File: src/rtl/instruction_fetch_unit.sv
// Fetch stage: owns the fetch PC, issues one-at-a-time word reads to
// instruction memory and buffers returned words for decode in a small FIFO.
module instruction_fetch_unit #(
  parameter logic [31:0] RESET_PC   = 32'd0,
  parameter int          FIFO_DEPTH = 2
) (
  input  logic        clock,
  input  logic        reset,
  input  logic        redirectValid,
  input  logic [31:0] redirectPC,
  output logic        memReq,
  output logic [31:0] memAddr,
  input  logic        memAck,
  input  logic [31:0] memData,
  output logic        instrValid,
  input  logic        instrReady,
  output logic [31:0] instr,
  output logic [31:0] instrPC,
  output logic        busy
);

  localparam int AW = $clog2(FIFO_DEPTH);
  localparam logic [AW:0] FULL = (AW+1)'(FIFO_DEPTH);

  // Handshakes: memory transfer happens on a posedge with memReq && memAck;
  // memReq/memAddr never change while a request waits for its ack. Decode
  // transfer happens on a posedge with instrValid && instrReady.
  typedef enum logic [1:0] {
    FETCH   = 2'd0,
    STALL   = 2'd1,
    DISCARD = 2'd2
  } fetchState_t;

  fetchState_t state, stateNext;
  logic [31:0] fetchPC, fetchPCNext, memAddrNext;
  logic        memReqNext, push, pop, flush, ackFire;
  logic [31:0] instrMem [FIFO_DEPTH];
  logic [31:0] pcMem    [FIFO_DEPTH];
  logic [AW-1:0] wrPtr, rdPtr;
  logic [AW:0]   count, countPlus;

  assign ackFire    = memReq & memAck;
  assign instrValid = (count != '0);
  assign pop        = instrValid & instrReady;
  assign countPlus  = count + 1'b1;
  assign busy       = (state != FETCH);
  assign instr      = instrValid ? instrMem[rdPtr] : '0;
  assign instrPC    = instrValid ? pcMem[rdPtr]    : '0;

  always_ff @(posedge clock or posedge reset) begin
    if (reset) begin
      state   <= FETCH;
      fetchPC <= RESET_PC;
      memReq  <= 1'b0;
      memAddr <= RESET_PC;
    end else begin
      state   <= stateNext;
      fetchPC <= fetchPCNext;
      memReq  <= memReqNext;
      memAddr <= memAddrNext;
    end
  end

  always_comb begin
    stateNext   = state;
    fetchPCNext = fetchPC;
    memReqNext  = memReq;
    memAddrNext = memAddr;
    push        = 1'b0;
    flush       = 1'b0;
    if (redirectValid) begin
      flush       = 1'b1;
      fetchPCNext = redirectPC;
      if (memReq && !memAck) begin
        // Outstanding request must complete before the new target is fetched.
        stateNext = DISCARD;
      end else begin
        stateNext   = FETCH;
        memReqNext  = 1'b1;
        memAddrNext = redirectPC;
      end
    end else begin
      case (state)
        FETCH: begin
          if (ackFire) begin
            push        = 1'b1;
            fetchPCNext = fetchPC + 32'd1;
            if (countPlus < FULL) begin
              memReqNext  = 1'b1;
              memAddrNext = fetchPC + 32'd1;
            end else begin
              memReqNext = 1'b0;
              if (!pop) stateNext = STALL;
            end
          end else if (!memReq) begin
            if (count < FULL) begin
              memReqNext  = 1'b1;
              memAddrNext = fetchPC;
            end else begin
              stateNext = STALL;
            end
          end
        end
        STALL: begin
          if (pop) stateNext = FETCH;
        end
        DISCARD: begin
          if (ackFire) begin
            stateNext   = FETCH;
            memReqNext  = 1'b1;
            memAddrNext = fetchPC;
          end
        end
        default: stateNext = FETCH;
      endcase
    end
  end

  always_ff @(posedge clock or posedge reset) begin
    if (reset) begin
      wrPtr <= '0;
      rdPtr <= '0;
      count <= '0;
    end else if (flush) begin
      wrPtr <= '0;
      rdPtr <= '0;
      count <= '0;
    end else begin
      if (push) wrPtr <= wrPtr + 1'b1;
      if (pop)  rdPtr <= rdPtr + 1'b1;
      case ({push, pop})
        2'b10:   count <= count + 1'b1;
        2'b01:   count <= count - 1'b1;
        default: count <= count;
      endcase
    end
  end

  always_ff @(posedge clock) begin
    if (push) begin
      instrMem[wrPtr] <= memData;
      pcMem[wrPtr]    <= fetchPC;
    end
  end

endmodule

File: config.mk
export PLATFORM = sky130hd
export DESIGN_NAME = instruction_fetch_unit
export DESIGN_NICKNAME = d
export VERILOG_FILES = /design/src/rtl/instruction_fetch_unit.sv
export SDC_FILE = /design/constraint.sdc
export NUM_CORES = 1
export LEC_CHECK = 0
export ABC_AREA = 1
export ABC_CLOCK_PERIOD_IN_PS = 4900
export CAP_MARGIN = 20
export CORE_MARGIN = 4
export CORE_UTILIZATION = 50
export DETAILED_ROUTE_END_ITERATION = 8
export PLACE_DENSITY_LB_ADDON = 0.12
export SLEW_MARGIN = 20
export SYNTH_ARGS = -nofsm -noshare
export SYNTH_HDL_FRONTEND = slang
export SYNTH_SLANG_ARGS = --single-unit
File: constraint.sdc
create_clock -name clock -period 4.9 [get_ports clock]
set_input_delay 0.49 -clock clock [delete_from_list [all_inputs] [get_ports clock]]
set_output_delay 0.49 -clock clock [all_outputs]
set_load 0.01 [all_outputs]
==> flow_summary.ini, run 1 <==
[global_routing]
global_route.usage.met2_pct = 33.0
globalRoute.totalOverflow = 0
grt_usage_pct = 21.9
grt_max_degree = 67
use_met3_pct = 4.68
grt_pass1_vias = 6959
use_met1_pct = 33.0
grt_first_pass_wirelength_um = 37300
number_of_antenna_violations_at_the_first_check_in_global_routing = 0
grt-busiest-layer = met2

[clock_network]
tritoncts_clock_tree = done
clock_tree.buffer_depth = 2
cts_hold_buffers = 0
cts_clock_pin_slew_for_the_worst_setup_and_hold_paths_ps = 70
clkLatencyLatePin_ps = 440
ctsResizeCount = 0
clock_sink_count = 199
h-tree-depth = 4
post-cts-setup-buffer-count = 0
cts_root_buf = sky130_fd_sc_hd__clkbuf_16
cts_bufs_inserted = 17

[floorplanning]
initial_core_util_pct = 51.6
ioPinCount = 168
die_width_um = 145
core_area_um2 = 18200
die_area_um2 = 21000
placementRows = 49
dieHeight_um = 145

[route]
num_vias = 7481
wl_per_cell_um = 16.5
post-route-drc-count = 0
drt-pass1-iter-count = 5
drt-total-wl_um = 23500
vias_per_cell = 5.26
first_iter_violations = 618
detail-route-antenna-nets = 0

[place]
post-dp-hpwl_um = 15500
dpl_worst_slack_ps = 1440
place.port_buffers = 167
place.gp.congestion = 0.861

[timing]
setup-violations-final = 0
clock-skew-final_ps = 13.4
period_share_pct = 65.5
period_needed_ps = 3210
rsz0062_at_grt = no
slew-limit-headroom_pct = 33.3
final.setup.worst_slack_ps = 1690
tns_ps = 0
final_hold_viol_count = 0
worst-slew-pin-transition_ps = 1000
report.final.slew_viol_count = 0
fmax_ghz = 0.312

[pwr]
net-switching-power_mw = 2.22
cell_internal_pwr_mw = 3.89
ir_worst_vdd_v = 0.000283
power.share.combinational_pct = 40.0
clkPwrFrac_pct = 21.4
p_per_area_nw_per_um2 = 520
seq_power_share_pct = 38.6
power_leakage_nw = 4.75
p_sw_share_pct = 36.4

[cells_and_area]
area_delta_synth_final_pct = 25.0
utilization_pct = 64.5
final_layout_size_suffix_gt1_share_pct = 6.79
antennaDiodeCount = 0
design.final.nets = 1251

[critical_path]
ff_to_ff_end = pcMem[1][4]
timing.critical_path.from = count[1]
worstSetupEndpoint = instr[5]
ff2ff_path_depth = 7
reg2reg_slack_ps = 2030
critical_path_arrival_ps = 2720
worstReg2RegStart = memReq
type_of_element_launching_the_critical_path = flop
worst-path-max-fanout = 44
cp-end-kind = output port
required_ps = 4410
critPathKind = reg2out

[yosys]
yosys_most_used_dff = sky130_fd_sc_hd__edfxtp_1
syn-mean-instance-area_um2 = 9.09
syn_area_um2 = 9390
ys_types = 40
synthesis.nets = 1104
yosys_reg_bits = 199
asyncSetResetFlopFracSynth_pct = 35.7
synth-warning-count = 0
yosysSeqAreaShare_pct = 59.8
postSynthCellCount = 1033
synth_edf_count = 128

[min_path]
holdCritPathClass = in2reg

[flow_run]
cap_violations = 0

[status]
outcome = finished clean
per-layer routing:
metal,up-vias,part of all wire [%]
li1,3699,-
met1,3497,48
met2,271,45
met3,14,6.4
met4,0,0.72
met5,-,0
flip-flops by register name (all words and copies together) (netlist names):
name and flops:
wrPtr 1, instrMem 64, rdPtr 1, pcMem 64
state 2, memReq 1, memAddr 32, count 2
fetchPC 32
Yosys cell counts (4+ instances only):
cell type,instances,area [µm²]
sky130_fd_sc_hd__nand2_1,231,867
sky130_fd_sc_hd__clkbuf_1,22,82.6
sky130_fd_sc_hd__buf_2,16,80.1
sky130_fd_sc_hd__o21ai_1,8,40.0
sky130_fd_sc_hd__nor2_2,5,31.3
sky130_fd_sc_hd__nor2_4,5,56.3
sky130_fd_sc_hd__xor2_1,11,96.3
sky130_fd_sc_hd__o211ai_1,19,143
sky130_fd_sc_hd__o21ai_0,86,430
sky130_fd_sc_hd__nor2_1,223,837
sky130_fd_sc_hd__nand2_2,5,31.3
sky130_fd_sc_hd__a21oi_2,12,105
sky130_fd_sc_hd__a21oi_1,43,215
sky130_fd_sc_hd__inv_1,72,270
sky130_fd_sc_hd__buf_4,5,37.5
sky130_fd_sc_hd__dfrtp_1,71,1780
sky130_fd_sc_hd__inv_2,4,15.0
sky130_fd_sc_hd__nand3_1,38,190
sky130_fd_sc_hd__edfxtp_1,128,3840
power by group through the flow:
| stage | logic, mW | registers, mW | clock network [mW] |
|---|---|---|---|
| finish | 2.44 | 2.36 | 1.31 |
| global route | 2.67 | 2.39 | 1.40 |
| CTS | 2.47 | 2.35 | 1.33 |
| detailed placement | 2.46 | 2.38 | 0 |
| global placement | 2.43 | 2.38 | 0 |
| floorplan | 1.23 | 2.38 | 0 |
cells in the final DEF, fill, tap and decap left out, drive strengths merged:
cell and instances:
clkdlybuf4s50 166, o211ai 19, nand3b 1, clkinvlp 2, edfxtp 128, o21ai 95, o221ai 3, buf 9
a21boi 1, and2 3, nor3 2, o21bai 1, nand3 38, ha 2, dfrtp 71, a41o 1
o21a 2, inv 83, xor2 11, a31oi 1, a22oi 1, a21o 1, nor2 233, clkbuf 17
clkinv 8, a21oi 55, nand2 237, o22ai 1, nand4 1
how the worst min path moves through the flow:
stage | slack [ps] | cells after the start | end | start
after floorplan | 440 | 0 | pcMem[0][2] | fetchPC[2]
after global placement | 470 | 2 | memAddr[0] | memAddr[0]
after detailed placement | 470 | 2 | memAddr[0] | memAddr[0]
after CTS | 480 | 4 | fetchPC[2] | redirectValid
after global routing | 490 | 4 | fetchPC[2] | redirectValid
final | 480 | 4 | fetchPC[2] | redirectValid
area by class of cell:
class / instances / area, µm²
fillers: 1524 / 6460
flip-flops and latches: 199 / 5620
multi-input cells: 709 / 3260
repair buffers: 175 / 1740
clock buffers: 17 / 425
inverters: 78 / 298
well taps: 229 / 287
clock inverters: 15 / 119
per-stage QoR:
step,power (mW),cells,hold slack [ps],area [µm²]
finish,6.10,1422,479,11700
global route,6.46,1422,491,11700
CTS,6.15,1422,485,11700
detailed placement,4.84,1390,465,11200
global placement,4.81,1390,472,11200
floorplan,3.61,1033,443,9390
cells by family after synthesis:
logic type	share of synthesized area (%)
xor gates and xnor gates	1.03
and+or+nand+nor	22.2
buffers and inverters	5.67
DFF	59.8
AOI/OAI and AO/OA	11.0
adders and majority gates	0.266
critical path: stages (launching register included):
cell and delay (ps):
sky130_fd_sc_hd__dfrtp_1 330, sky130_fd_sc_hd__inv_1 80, sky130_fd_sc_hd__ha_1 200, sky130_fd_sc_hd__inv_2 470, sky130_fd_sc_hd__buf_4 350, sky130_fd_sc_hd__o21ai_0 140, sky130_fd_sc_hd__nor2_1 150, sky130_fd_sc_hd__clkdlybuf4s50_1 550
(Power assumes the default switching activity.)
==> run 2: changes to the inputs <==
--- a/config.mk
+++ b/config.mk
@@ -6,7 +6,7 @@
 export NUM_CORES = 1
 export LEC_CHECK = 0
 export ABC_AREA = 1
-export ABC_CLOCK_PERIOD_IN_PS = 4900
+export ABC_CLOCK_PERIOD_IN_PS = 3200
 export CAP_MARGIN = 20
 export CORE_MARGIN = 4
 export CORE_UTILIZATION = 50
==> constraint.sdc (replaced) <==
create_clock -name clock -period 3.2 [get_ports clock]
set_input_delay 0.32 -clock clock [delete_from_list [all_inputs] [get_ports clock]]
set_output_delay 0.32 -clock clock [all_outputs]
set_load 0.01 [all_outputs]
==> flow_summary.ini, run 2 (synthesized netlist as in run 1, its figures left out) <==
[cells_and_area]
antennaDiodeCount = 0
final_layout_size_suffix_gt1_share_pct = 7.26
layout_top_registers = instrMem: 64 flops, pcMem: 64 flops
final.fill_count = 1509
layout_commonest_cell = sky130_fd_sc_hd__nand2_1
utilization_pct = 65.1
final_std_cell_area_no_fill_um2 = 11900
area_delta_synth_final_pct = 26.2
fin_cells = 1427
design.final.nets = 1256
layout_common_cells = sky130_fd_sc_hd__nand2_1, sky130_fd_sc_hd__nor2_1, sky130_fd_sc_hd__clkdlybuf4s50_1

[pwr]
ir_worst_vdd_v = 0.000416
p_per_area_nw_per_um2 = 798
power_leakage_nw = 4.81
net-switching-power_mw = 3.44
p_sw_share_pct = 36.4
clkPwrFrac_pct = 22.5
cell_internal_pwr_mw = 6.02
power.share.combinational_pct = 39.0
seq_power_share_pct = 38.5

[route]
amount_of_wire_on_met3_after_detailed_routing_um = 1530
detail-route-antenna-nets = 0
drt-pass1-iter-count = 5
num_vias = 7487
highest-signal-layer = met4
vias_per_cell = 5.25
m1WireLength_um = 11200
wl_per_cell_um = 16.4
detail_route_met2_wl_um = 10400
post-route-drc-count = 0
drt-total-wl_um = 23400
first_iter_violations = 632

[critical_path]
cp_slowest_cell = sky130_fd_sc_hd__dfrtp_2
path_cells = buf_4, o21ai_0, nor2_1, clkdlybuf4s50_1
critical_path_arrival_ps = 2440
cp-end-kind = output port
critPathKind = reg2out
max_stage_delay_ps = 740
worstPathBufferInverterCount = 2
crit_cells = 4
worstReg2RegStart = fetchPC[0]
worstSetupEndpoint = instrPC[6]
ff2ff_path_depth = 10
type_of_element_launching_the_critical_path = flop
critical-path-top-delay-family = buffers and inverters
worst-path-max-fanout = 36
reg2reg_slack_ps = 1180
required_ps = 2880
ff_to_ff_end = memAddr[10]
timing.critical_path.from = rdPtr

[clock_network]
ctsResizeCount = 0
post-cts-setup-buffer-count = 0
clock_tree.buffer_depth = 2
h-tree-depth = 4
tritoncts_clock_tree = done
cts_root_buf = sky130_fd_sc_hd__clkbuf_16
cts_clock_pin_slew_for_the_worst_setup_and_hold_paths_ps = 80
clkLatencyLatePin_ps = 430
cts_bufs_inserted = 17
cts_hold_buffers = 0
clock_sink_count = 199

[min_path]
holdCritPathClass = in2async

[timing]
fmax_ghz = 0.363
report.final.slew_viol_count = 0
rsz0062_at_grt = no
slew-limit-headroom_pct = 58.5
worst-slew-pin-transition_ps = 622
clock-skew-final_ps = 13.2
tns_ps = 0
setup-violations-final = 0
period_share_pct = 86.2
final.setup.worst_slack_ps = 442
period_needed_ps = 2760
final_hold_viol_count = 0

[place]
numPlacedInstances = 1395
post-dp-hpwl_um = 15800
place.gp.congestion = 0.846
dpl_worst_slack_ps = 861
place.port_buffers = 167
dpl_cell_area_um2 = 11300

[floorplanning]
die_width_um = 145
ioPinCount = 168
core_area_um2 = 18200
initial_core_util_pct = 51.6
placementRows = 49
die_area_um2 = 21000
dieHeight_um = 145

[global_routing]
number_of_antenna_violations_at_the_first_check_in_global_routing = 0
grt_first_pass_wirelength_um = 38200
globalRoute.totalOverflow = 0
grt_max_degree = 67
grt_usage_pct = 22.3
grt_pass1_vias = 7195

[status]
outcome = finished clean

[flow_run]
cap_violations = 0
-- run 2: changes by cell type in the layout (fill, tap and decap cells not counted), moves of 2 or more --
| cell | change |
|---|---|
| sky130_fd_sc_hd__clkinv_8 | +2 |
| sky130_fd_sc_hd__buf_4 | +3 |
| sky130_fd_sc_hd__inv_8 | +3 |
| sky130_fd_sc_hd__clkinvlp_4 | -2 |
| sky130_fd_sc_hd__clkinv_1 | -2 |
| sky130_fd_sc_hd__buf_12 | +2 |
-- run 2: power groups by stage --
stage	Clock [mW]	Combinational [mW]	Sequential [mW]
3_5_place_dp	0	3.71	3.68
3_3_place_gp	0	3.66	3.68
4_1_cts	2.18	3.73	3.63
5_1_grt	2.29	4.05	3.70
6_report	2.13	3.69	3.64
2_1_floorplan	0	1.89	3.63
-- run 2: worst min path at each step --
stage | start | endpoint | slack, ps | cells past startpoint
after floorplan | memData[0] | instrMem[0][0] | 420 | 0
after global placement | memAddr[16] | memAddr[16] | 470 | 2
after detailed placement | memAddr[3] | memAddr[3] | 470 | 2
after CTS | reset | memReq | 300 | 2
after global routing | reset | state[1] | 350 | 2
final | reset | state[1] | 280 | 2
-- run 2: final cells by class --
class / instances / area, µm² / share of cell area, %
clock buffer: 17 / 425 / 3.59
clock inverter: 15 / 165 / 1.39
inverter: 78 / 295 / 2.49
multi-input combinational: 709 / 3260 / 27.5
sequential: 199 / 5620 / 47.4
tap: 229 / 287 / 2.42
timing repair buffer: 180 / 1800 / 15.2
-- run 2: per-stage QoR --
step	hold slack [ps]	total power [mW]
2_1_floorplan	419	5.53
3_3_place_gp	467	7.34
3_5_place_dp	466	7.39
4_1_cts	303	9.53
5_1_grt	347	10.0
6_report	281	9.45
-- run 2: worst reg2reg max path: cells and delay by family, from the launching register on --
kind	cells	cell delay, ps
XOR/XNOR	1	260
adder cells (fa/ha/maj)	1	290
AND/OR/NAND/NOR	8	820
flip-flops	1	560
-- run 2: routing by layer --
metal	vias to the layer above	track usage [%]
met5	-	0
met4	0	5.13
met3	29	3.99
met2	284	33.8
met1	3463	33.9
li1	3711	-
==> run 3: changes to the inputs <==
--- a/config.mk
+++ b/config.mk
@@ -11,6 +11,7 @@
 export CORE_MARGIN = 4
 export CORE_UTILIZATION = 50
 export DETAILED_ROUTE_END_ITERATION = 8
+export GPL_ROUTABILITY_DRIVEN = 0
 export PLACE_DENSITY_LB_ADDON = 0.12
 export SLEW_MARGIN = 20
 export SYNTH_ARGS = -nofsm -noshare
==> results of run 3 <==
No change in the layout: final DEF, timing and power equal those of run 2.
==> patch: new RTL, config.mk and constraints of run 3 <==
`FIFO_DEPTH`: 2 -> 4.
--- a/src/rtl/instruction_fetch_unit.sv
+++ b/src/rtl/instruction_fetch_unit.sv
@@ -3,5 +3,5 @@
 module instruction_fetch_unit #(
   parameter logic [31:0] RESET_PC   = 32'd0,
-  parameter int          FIFO_DEPTH = 2
+  parameter int          FIFO_DEPTH = 4
 ) (
   input  logic        clock,
Function: changed (a bounded check fails within 4 cycles, from zero or initial values and one cycle with reset high).
==> patch against run 3 <==
  * Count of clock-buffer cells in the layout is 35 higher
  * Area after synthesis increased by 55%
  * Synthesized cell count rose by 40%
  * Sequential cell count increased by 131
  * Total power increased by 55%
  * Hold slack lost 0.036 ns
  * Cell area rose by 51%
  * Utilization is 2.8 points lower
  * Highest routed layer unchanged
  * Routed wire length rose by 55%
  * Setup slack worse by 0.27 ns
  * Largest power group is now sequential cells
==> patch: results <==
metrics = {
    "yosys": {
        "netlist_top_cells_area": "edfxtp_1 (53%), dfrtp_1 (13%), nor2_1 (9.1%)",
        "synth-edff-count": 256,
        "yosysSeqAreaShare_pct": 65.7,
        "async_reset_ff_share_pct": 22.4,
        "synth.distinct_cells": 30,
        "synth_area_per_cell_um2": 10.0,
        "synthesis.nets": 1523,
        "synthTopCellsByCount": "nor2_1 (353), edfxtp_1 (256), nand2_1 (199)",
    },
    "cts": {
        "cts_buffer_depth": 3,
        "cts_root_buf": "clkbuf_16",
        "htreeDepth": 2,
        "numCtsBuffers": 37,
        "cts_setup_buffers": 0,
        "clk_pin_slew_ns": 0.06,
        "worstSkewPairLatency_ns": 0.52,
    },
    "timing": {
        "clock-skew-final_ns": 0.0181,
        "tightest_slew_ns": 0.732,
    },
    "finish": {
        "reg.largest.list": "instrMem: 128 flops, pcMem: 128 flops",
        "drive_gt1_share_pct": 6.65,
        "fin_cells": 2008,
        "fillers": 2345,
        "layout.nets": 1673,
    },
    "detailed_routing": {
        "drt-pass1-iter-count": 6,
        "first_iter_violations": 895,
        "routedWlPerCell_um": 18.1,
        "vias_per_cell": 5.42,
    },
    "placed_design": {
        "hpwlAfterDp_um": 22200,
        "dpl_cell_area_um2": 16700,
        "dpl.cell_count": 1941,
        "port_buffers": 167,
    },
    "setup_path": {
        "critPathMaxFanout": 37,
        "path_delay_family": "buffers and inverters",
        "critPathArrivalTime_ns": 2.71,
        "slowest_stage": "dfrtp_4",
        "slowest_delay_ns": 0.63,
    },
    "global_route": {
        "grt_pass1_vias": 10700,
        "antenna_found_initial": 0,
        "grt_pass1_wl_um": 57200,
        "grt_usage_pct": 22.8,
        "grt_max_degree": 73,
    },
    "power": {
        "leakage_nw": 6.56,
        "ir_worst_vdd_uv": 457,
    },
    "outcome": {
        "status": "completed",
    },
}
==> patch: cell types whose count changed after synthesis, moves of 9 or more <==
cell      before  now
nor2_1       223  353
clkbuf_1      22   46
o21ai_0       86  151
inv_2          4   15
a21oi_1       43  145
buf_1          1   10
nand2_1      231  199
inv_1         72   57
a21oi_2       12    0
edfxtp_1     128  256
==> patch: stage by stage <==
stage / hold slack, ns / setup TNS [ns] / worst slack, ns / util [%]
6_report: 0.245 / 0 / 0.169 / 62.3
4_1_cts: 0.258 / 0 / 0.0349 / 62.3
2_1_floorplan: 0.419 / -235.39 / -0.920 / -
3_5_place_dp: 0.495 / 0 / 0.600 / 58.1
5_1_grt: 0.289 / 0 / 0.0410 / 62.3
3_3_place_gp: 0.468 / 0 / 0.658 / 58.1
==> patch: cells by family (layout without fill, tap and decap cells) <==
| logic type | Yosys count | count (layout) | share of synthesized area, % |
|---|---|---|---|
| compound gates | 342 | 342 | 12.5 |
| xor+xnor | 12 | 12 | 0.723 |
| fa+ha+maj | 8 | 8 | 0.689 |
| buf+inv | 149 | 327 | 4.14 |
| flops | 330 | 330 | 65.7 |
| simple gates | 605 | 605 | 16.3 |
==> patch: worst paths after layout <==
check                                          end                    from  cells past startpoint  slack [ns]
max in group asynchronous  fetchPC[29]$_DFFE_PP0P_                   reset                      3        2.24
max                                    instrPC[16]    rdPtr[0]$_DFFE_PP0N_                      5        0.17
min in group clock            count[2]$_DFFE_PP0P_           redirectValid                      2        0.31
max reg2reg                memAddr[18]$_DFFE_PP0P_  fetchPC[0]$_DFFE_PP0P_                      9        0.82
min                           state[0]$_DFFE_PP0P_                   reset                      2        0.24
min reg2reg                 memAddr[0]$_DFFE_PP0P_  memAddr[0]$_DFFE_PP0P_                      2        0.50
==> patch: final cells by class <==
type | count | area share, %
clock inverter | 15 | 0.888
sequential | 330 | 53.4
tap | 384 | 2.69
inverter | 72 | 1.54
clock buffer | 52 | 5.90
timing repair buffer | 188 | 10.9
multi-input combinational | 967 | 24.7
==> patch: power breakdown <==
group / switching (mW) / total (mW) / internal (mW) / leakage (nW)
registers: 0.484 / 5.72 / 5.23 / 3.19
clock network: 1.65 / 4.19 / 2.55 / 0.587
logic: 2.67 / 4.78 / 2.11 / 2.79
==> patch: layer usage <==
metal	GRT usage (%)	routed length, um	up-vias
met1	32.4	16300	5189
met2	36.2	16900	375
met5	0	0	-
li1	-	-	5251
met3	3.77	2290	65
met4	7.07	853	0
